==> src/rtl/cpu_pkg.sv <==
// Shared opcodes, ALU selects, state codes and instruction field positions for the CPU controller.
package cpu_pkg;

    localparam int unsigned WORD_SIZE  = 16;
    localparam int unsigned OP_SIZE    = 4;
    localparam int unsigned REG_ADDR_W = 4;

    localparam int unsigned OP_MSB = 15;
    localparam int unsigned OP_LSB = 12;
    localparam int unsigned RD_MSB = 11;
    localparam int unsigned RD_LSB = 8;
    localparam int unsigned RS_MSB = 7;
    localparam int unsigned RS_LSB = 4;
    localparam int unsigned RT_MSB = 3;
    localparam int unsigned RT_LSB = 0;

    localparam logic [OP_SIZE-1:0] OP_ADD  = 4'h0;
    localparam logic [OP_SIZE-1:0] OP_SUB  = 4'h1;
    localparam logic [OP_SIZE-1:0] OP_BEQ  = 4'hC;
    localparam logic [OP_SIZE-1:0] OP_JMP  = 4'hD;
    localparam logic [OP_SIZE-1:0] OP_NOP  = 4'hE;
    localparam logic [OP_SIZE-1:0] OP_HALT = 4'hF;

    localparam logic [OP_SIZE-1:0] ALU_SUB = 4'h1;

    localparam logic [WORD_SIZE-1:0] INSTR_NOP = 16'hE000;

    typedef enum logic [2:0] {
        ST_RESET     = 3'd0,
        ST_FETCH     = 3'd1,
        ST_DECODE    = 3'd2,
        ST_EXEC      = 3'd3,
        ST_WB        = 3'd4,
        ST_HALT      = 3'd5,
        ST_STEP_WAIT = 3'd6
    } state_t;

    function automatic logic [WORD_SIZE-1:0] sext_off4(input logic [3:0] off);
        return {{(WORD_SIZE-4){off[3]}}, off};
    endfunction

endpackage

==> src/rtl/cpu_ctrl_decode.sv <==
// Combinational opcode classifier: every one of the 16 opcodes maps to exactly one class.
module cpu_ctrl_decode
    import cpu_pkg::*;
(
    input  logic [OP_SIZE-1:0] i_op,
    output logic               o_is_alu,
    output logic               o_is_beq,
    output logic               o_is_jmp,
    output logic               o_is_nop,
    output logic               o_is_halt,
    output logic [OP_SIZE-1:0] o_alu_sel
);

    always_comb begin
        o_is_alu  = 1'b0;
        o_is_beq  = 1'b0;
        o_is_jmp  = 1'b0;
        o_is_nop  = 1'b0;
        o_is_halt = 1'b0;
        o_alu_sel = '0;
        case (i_op)
            OP_BEQ: begin
                o_is_beq  = 1'b1;
                o_alu_sel = ALU_SUB;
            end
            OP_JMP:  o_is_jmp  = 1'b1;
            OP_NOP:  o_is_nop  = 1'b1;
            OP_HALT: o_is_halt = 1'b1;
            default: begin
                o_is_alu  = 1'b1;
                o_alu_sel = i_op;
            end
        endcase
    end

endmodule

==> src/rtl/cpu_ctrl_fsm.sv <==
// Multi-cycle fetch/decode/execute/writeback controller for the 16-bit CPU.
// Optional single-step gating before each fetch: define CTRL_STEP_EN.
module cpu_ctrl_fsm
    import cpu_pkg::*;
(
    input  logic                  i_clk,
    input  logic                  i_rst,
    input  logic [WORD_SIZE-1:0]  i_pc_counter,
    output logic                  o_imem_req,
    input  logic                  i_imem_ack,
    input  logic [WORD_SIZE-1:0]  i_imem_data,
    output logic [REG_ADDR_W-1:0] o_rf_ra1,
    output logic [REG_ADDR_W-1:0] o_rf_ra2,
    input  logic [WORD_SIZE-1:0]  i_rf_rd1,
    input  logic [WORD_SIZE-1:0]  i_rf_rd2,
    output logic [REG_ADDR_W-1:0] o_rf_wa,
    output logic                  o_rf_we,
    output logic [WORD_SIZE-1:0]  o_rf_wd,
    output logic [WORD_SIZE-1:0]  o_alu_data_1,
    output logic [WORD_SIZE-1:0]  o_alu_data_2,
    output logic [OP_SIZE-1:0]    o_alu_sel,
    input  logic [WORD_SIZE-1:0]  i_alu_out,
    input  logic                  i_alu_zero_flag,
    output logic                  o_pc_inc,
    output logic                  o_pc_load,
    output logic [WORD_SIZE-1:0]  o_pc_load_val,
    input  logic                  i_step,
    output logic                  o_halted,
    output logic [2:0]            o_state_dbg
);

    state_t                r_state;
    logic [WORD_SIZE-1:0]  r_ir;
    logic                  r_imem_req;
    logic [REG_ADDR_W-1:0] r_rf_ra1;
    logic [REG_ADDR_W-1:0] r_rf_ra2;
    logic [REG_ADDR_W-1:0] r_rf_wa;
    logic                  r_rf_we;
    logic [WORD_SIZE-1:0]  r_rf_wd;
    logic [WORD_SIZE-1:0]  r_alu_data_1;
    logic [WORD_SIZE-1:0]  r_alu_data_2;
    logic [OP_SIZE-1:0]    r_alu_sel;
    logic                  r_pc_inc;
    logic                  r_pc_load;
    logic [WORD_SIZE-1:0]  r_pc_load_val;
    logic                  r_halted;

    logic                  w_is_alu;
    logic                  w_is_beq;
    logic                  w_is_jmp;
    logic                  w_is_nop;
    logic                  w_is_halt;
    logic [OP_SIZE-1:0]    w_alu_sel;
    logic                  w_step_rise;

    cpu_ctrl_decode u_decode (
        .i_op      (r_ir[OP_MSB:OP_LSB]),
        .o_is_alu  (w_is_alu),
        .o_is_beq  (w_is_beq),
        .o_is_jmp  (w_is_jmp),
        .o_is_nop  (w_is_nop),
        .o_is_halt (w_is_halt),
        .o_alu_sel (w_alu_sel)
    );

`ifdef CTRL_STEP_EN
    logic r_step_prev;

    assign w_step_rise = i_step & ~r_step_prev;
`else
    logic w_unused_step;

    assign w_unused_step = i_step;
    assign w_step_rise   = 1'b0;
`endif

    always_ff @(posedge i_clk) begin
        if (i_rst) begin
            r_state       <= ST_RESET;
            r_ir          <= INSTR_NOP;
            r_imem_req    <= 1'b0;
            r_rf_ra1      <= '0;
            r_rf_ra2      <= '0;
            r_rf_wa       <= '0;
            r_rf_we       <= 1'b0;
            r_rf_wd       <= '0;
            r_alu_data_1  <= '0;
            r_alu_data_2  <= '0;
            r_alu_sel     <= '0;
            r_pc_inc      <= 1'b0;
            r_pc_load     <= 1'b0;
            r_pc_load_val <= '0;
            r_halted      <= 1'b0;
`ifdef CTRL_STEP_EN
            r_step_prev   <= 1'b0;
`endif
        end else begin
`ifdef CTRL_STEP_EN
            r_step_prev <= i_step;
`endif
            // Strobes live for exactly one cycle unless re-armed below.
            r_rf_we   <= 1'b0;
            r_pc_inc  <= 1'b0;
            r_pc_load <= 1'b0;
            case (r_state)
                ST_RESET: begin
`ifdef CTRL_STEP_EN
                    r_state <= ST_STEP_WAIT;
`else
                    r_state    <= ST_FETCH;
                    r_imem_req <= 1'b1;
`endif
                end
                ST_STEP_WAIT: begin
                    if (w_step_rise) begin
                        r_state    <= ST_FETCH;
                        r_imem_req <= 1'b1;
                    end
                end
                ST_FETCH: begin
                    if (i_imem_ack) begin
                        r_ir       <= i_imem_data;
                        r_rf_ra1   <= i_imem_data[RS_MSB:RS_LSB];
                        r_rf_ra2   <= i_imem_data[RT_MSB:RT_LSB];
                        r_imem_req <= 1'b0;
                        r_state    <= ST_DECODE;
                    end
                end
                ST_DECODE: begin
                    if (w_is_halt) begin
                        r_halted <= 1'b1;
                        r_state  <= ST_HALT;
                    end else if (w_is_nop) begin
                        r_pc_inc <= 1'b1;
                        r_state  <= ST_WB;
                    end else begin
                        r_alu_data_1 <= i_rf_rd1;
                        r_alu_data_2 <= i_rf_rd2;
                        r_alu_sel    <= w_alu_sel;
                        r_state      <= ST_EXEC;
                    end
                end
                ST_EXEC: begin
                    r_state <= ST_WB;
                    r_rf_wa <= r_ir[RD_MSB:RD_LSB];
                    if (w_is_alu) begin
                        r_rf_we  <= 1'b1;
                        r_rf_wd  <= i_alu_out;
                        r_pc_inc <= 1'b1;
                    end else if (w_is_beq) begin
                        if (i_alu_zero_flag) begin
                            r_pc_load     <= 1'b1;
                            r_pc_load_val <= i_pc_counter + sext_off4(r_ir[RT_MSB:RT_LSB]);
                        end else begin
                            r_pc_inc <= 1'b1;
                        end
                    end else if (w_is_jmp) begin
                        r_pc_load     <= 1'b1;
                        r_pc_load_val <= {4'h0, r_ir[RD_MSB:RT_LSB]};
                    end
                end
                ST_WB: begin
`ifdef CTRL_STEP_EN
                    r_state <= ST_STEP_WAIT;
`else
                    r_state    <= ST_FETCH;
                    r_imem_req <= 1'b1;
`endif
                end
                ST_HALT: r_state <= ST_HALT;
                default: r_state <= ST_RESET;
            endcase
        end
    end

    assign o_imem_req    = r_imem_req;
    assign o_rf_ra1      = r_rf_ra1;
    assign o_rf_ra2      = r_rf_ra2;
    assign o_rf_wa       = r_rf_wa;
    assign o_rf_we       = r_rf_we;
    assign o_rf_wd       = r_rf_wd;
    assign o_alu_data_1  = r_alu_data_1;
    assign o_alu_data_2  = r_alu_data_2;
    assign o_alu_sel     = r_alu_sel;
    assign o_pc_inc      = r_pc_inc;
    assign o_pc_load     = r_pc_load;
    assign o_pc_load_val = r_pc_load_val;
    assign o_halted      = r_halted;
    assign o_state_dbg   = r_state;

endmodule

==> config.mk <==
export PLATFORM = sky130hd
export DESIGN_NAME = cpu_ctrl_fsm
export DESIGN_NICKNAME = d
export VERILOG_FILES = /design/src/rtl/cpu_pkg.sv /design/src/rtl/cpu_ctrl_decode.sv /design/src/rtl/cpu_ctrl_fsm.sv
export SDC_FILE = /design/constraint.sdc
export NUM_CORES = 1
export LEC_CHECK = 0
export ABC_CLOCK_PERIOD_IN_PS = 4700
export BUFFER_PORTS_ARGS = -buffer_cell sky130_fd_sc_hd__buf_2
export CORE_MARGIN = 5
export CORE_UTILIZATION = 50
export CTS_BUF_LIST = sky130_fd_sc_hd__clkbuf_16
export DETAILED_ROUTE_END_ITERATION = 10
export PLACE_DENSITY_LB_ADDON = 0.12
export SYNTH_ARGS = -nofsm -noshare
export SYNTH_HDL_FRONTEND = slang
export SYNTH_HIERARCHICAL = 1
export SYNTH_SLANG_ARGS = --single-unit
==> constraint.sdc <==
create_clock -name i_clk -period 4.7 [get_ports i_clk]
set_input_delay 0.235 -clock i_clk [delete_from_list [all_inputs] [get_ports i_clk]]
set_output_delay 0.235 -clock i_clk [all_outputs]
set_load 0.01 [all_outputs]
==> impl_summary.log <==
INFO  metric status = completed
INFO  metric layoutNonFillerInstCount = 794
INFO  metric worstPathMaxFanout = 16
INFO  metric detail_route.wirelength = 10,900 microns
INFO  metric post_drt_via_cell_ratio = 5.17
INFO  metric netlist_area = 0.00427 sq mm
INFO  metric drt_pass1_iterations = 4
INFO  metric antenna_found_initial = 0
INFO  metric wl_per_cell = 13.7 microns
INFO  metric critical_path_arrival = 2890 ps
INFO  metric gp_routability_congestion = 0.879
INFO  metric setup_viol = 0
INFO  metric slew_viol_final = 0
INFO  metric synthDistinctLibCells = 48
INFO  metric finalCriticalPeriod = 2680 ps
INFO  metric ctsResizeCount = 0
INFO  metric antennaDiodeCount = 0
INFO  metric synth_warnings = 6
INFO  metric cts_tree = done
INFO  metric num_rows = 33
INFO  metric endpoint_kind_of_the_worst_setup_timing_path = flip-flop
INFO  metric synth_seq_cells = 96
INFO  metric die-width = 102 microns
INFO  metric grt_setup_unrepaired = false
INFO  metric drive_above_1_share = 0.289
INFO  metric cts_buffer_depth = 2
INFO  metric drtIter0Drc = 113
INFO  metric die_h = 102 microns
INFO  metric synth-edff-count = 0
INFO  metric tritoncts.num_buffers = 9
INFO  metric max-vdd-ir-drop = 0.225 mV
INFO  metric slew_worst_pin = 1140 ps
INFO  metric dp_hpwl = 8100 microns
INFO  metric worst_setup_path_start_kind = flip-flop
INFO  metric synthArstFlopShare = 0
INFO  metric yosys_most_used_dff = sky130_fd_sc_hd__dfxtp_1
INFO  metric syn-instance-count = 536
INFO  metric dp.cells = 779
INFO  metric floorplan.io_pins = 173
INFO  metric tritoncts_num_sinks = 96
INFO  metric power-per-cell-area = 338 mW/mm^2
INFO  metric grt_first_pass_wirelength = 17,500 microns
INFO  metric seq_area_frac_synth = 0.450
INFO  metric drc = 0
INFO  metric cts_post_setup_buffers_inserted = 0
INFO  metric slew_headroom = 0.239
INFO  metric min_period_over_period = 0.570
INFO  metric area_growth_syn_to_layout = 27.3%
INFO  metric floorplan.die_area = 0.0105 sq mm
INFO  metric clock-root-buffer = sky130_fd_sc_hd__clkbuf_16
INFO  metric grt_start_max_net_pins = 61
INFO  metric overflow = 0
INFO  metric syn_area_per_cell = 7.97 sq um
INFO  metric deepest_level_of_the_cts_h_tree = 3
INFO  metric antenna_left = 0
INFO  metric cts-hold-fix-buffers = 0
INFO  metric timing_worst_setup_path_type = flip-flop to flip-flop
INFO  metric vias_in_the_first_global_route = 3,885
INFO  metric clk-insertion-delay-late = 330 ps
INFO  metric finalCoreUtilization = 0.658
INFO  metric grtUsageTotal = 0.204
INFO  metric placement_cell_area = 0.00512 sq mm
INFO  metric initial_core_utilization = 0.517
INFO  metric hold_class = input pin to flip-flop
INFO  metric worst_setup_hold_path_clk_slew = 70 ps
INFO  metric postSynthNetCount = 637
INFO  metric timing.max_cap.violations = 0
INFO  metric p_leak = 0.00246 uW
INFO  metric fin_setup_tns = 0 ps
INFO  metric worst_clock_skew = 6.84 ps
INFO  metric final_hold_violation_count = 0
INFO  metric design_area = 0.00544 sq mm
INFO  metric final_net_count = 786
INFO  metric placeableCoreArea = 0.00826 sq mm
INFO  metric detailroute.via_count = 4,106
INFO  metric cp.required = 4910 ps
INFO  metric port-buffer-count = 171
INFO  metric max_freq = 373 MHz
synthesized netlist by cell type (all sizes together), types with 7 or more instances:
library cell / n / area (sq um)
mux2i: 9 / 90.1
dfxtp: 96 / 1920
nor2b: 7 / 43.8
nand3: 9 / 45.0
nand2: 162 / 616
nor2: 28 / 105
clkbuf: 27 / 101
a211oi: 9 / 67.6
o21ai: 12 / 60.1
xnor2: 8 / 70.1
buf: 10 / 72.6
ha: 15 / 188
a21oi: 86 / 430
where the power goes:
| group | internal, uW | switching, uW | total (uW) |
|---|---|---|---|
| clock network | 467 | 302 | 769 |
| logic | 94.7 | 122 | 216 |
| registers | 832 | 19.7 | 852 |
| total | 1390 | 444 | 1840 |
worst paths after layout:
check	start	endpoint	slack, ps	depth (start not counted)
min reg2reg	o_pc_load_val[14]$_SDFFE_PP0P_	o_pc_load_val[14]$_SDFFE_PP0P_	450	2
max reg2reg	r_ir[3]$_SDFFE_PP0P_	o_pc_load_val[14]$_SDFFE_PP0P_	2020	8
min	i_imem_data[13]	r_ir[13]$_SDFFE_PP1P_	110	3
max	r_ir[3]$_SDFFE_PP0P_	o_pc_load_val[14]$_SDFFE_PP0P_	2020	8
sequential cells by signal (all words and copies together), names as in the netlist, 3 cells and up:
name	count
o_alu_data_1	16
o_alu_data_2	16
o_pc_load_val	16
o_rf_wd	16
r_ir	16
o_alu_sel	4
o_rf_wa	4
o_state_dbg	3
cells by family after synthesis:
kind of cell,count (synthesis),synth area share
simple gates,231,0.232
fa+ha+maj,16,0.0486
xor+xnor,12,0.0246
flops,96,0.450
mux,9,0.0211
buf+inv,41,0.0442
compound gates,131,0.180
cell type report:
cell class,count,area (sq um)
fillers,732,2820
multi-input cells,399,2160
flip-flops and latches,96,1920
repair buffers,175,886
clock buffers,9,225
well taps,105,131
clock inverters,6,93.8
inverters,4,15.0
metal layers:
layer / vias up / GRT usage / routed length (microns)
li1: 2105 / - / -
met1: 1841 / 0.262 / 4670
met2: 141 / 0.348 / 5160
met3: 19 / 0.0300 / 866
met4: 0 / 0.0706 / 184
met5: - / 0 / 0
stage by stage:
step / total power, uW / worst slack (ps) / hold slack (ps)
3_3_place_gp: 1080 / 2060 / 438
5_1_grt: 1920 / 1830 / 116
2_1_floorplan: 1010 / 2280 / 359
3_5_place_dp: 1090 / 2020 / 444
6_report: 1840 / 2020 / 111
4_1_cts: 1860 / 2010 / 105
cell usage in the layout (no fill, tap or decap), types with 2 or more instances in the layout:
cell                        netlist  layout
sky130_fd_sc_hd__a211oi_1         9       9
sky130_fd_sc_hd__a21o_1           4       4
sky130_fd_sc_hd__a21oi_1         86      86
sky130_fd_sc_hd__a311oi_2         2       2
sky130_fd_sc_hd__a31oi_1          4       4
sky130_fd_sc_hd__and2_1           2       2
sky130_fd_sc_hd__and3_1           3       3
sky130_fd_sc_hd__buf_2            1     171
sky130_fd_sc_hd__buf_4            9       4
sky130_fd_sc_hd__bufinv_16        0       2
sky130_fd_sc_hd__clkbuf_16        0       9
sky130_fd_sc_hd__clkinv_4         0       2
sky130_fd_sc_hd__dfxtp_1         96      96
sky130_fd_sc_hd__ha_1            15      15
sky130_fd_sc_hd__inv_1            4       4
sky130_fd_sc_hd__mux2i_1          9       9
sky130_fd_sc_hd__nand2_1        161     161
sky130_fd_sc_hd__nand2b_1         3       3
sky130_fd_sc_hd__nand3_1          9       9
sky130_fd_sc_hd__nand3b_1         4       4
sky130_fd_sc_hd__nor2_1          28      27
sky130_fd_sc_hd__nor2b_1          7       7
sky130_fd_sc_hd__nor3b_1          3       3
sky130_fd_sc_hd__o211ai_1         2       2
sky130_fd_sc_hd__o21ai_0         11      11
sky130_fd_sc_hd__or3_1            3       3
sky130_fd_sc_hd__xnor2_1          8       8
sky130_fd_sc_hd__xor2_1           4       4
worst max-delay path, cell delays in order (launching register included):
cell and delay, ps:
sky130_fd_sc_hd__dfxtp_1 670, sky130_fd_sc_hd__ha_1 390, sky130_fd_sc_hd__a21o_1 230, sky130_fd_sc_hd__a31o_2 260
sky130_fd_sc_hd__or3b_1 380, sky130_fd_sc_hd__a31o_1 200, sky130_fd_sc_hd__a31oi_1 190, sky130_fd_sc_hd__xor2_1 180
sky130_fd_sc_hd__o21ai_1 70
(Power assumes the default switching activity.)
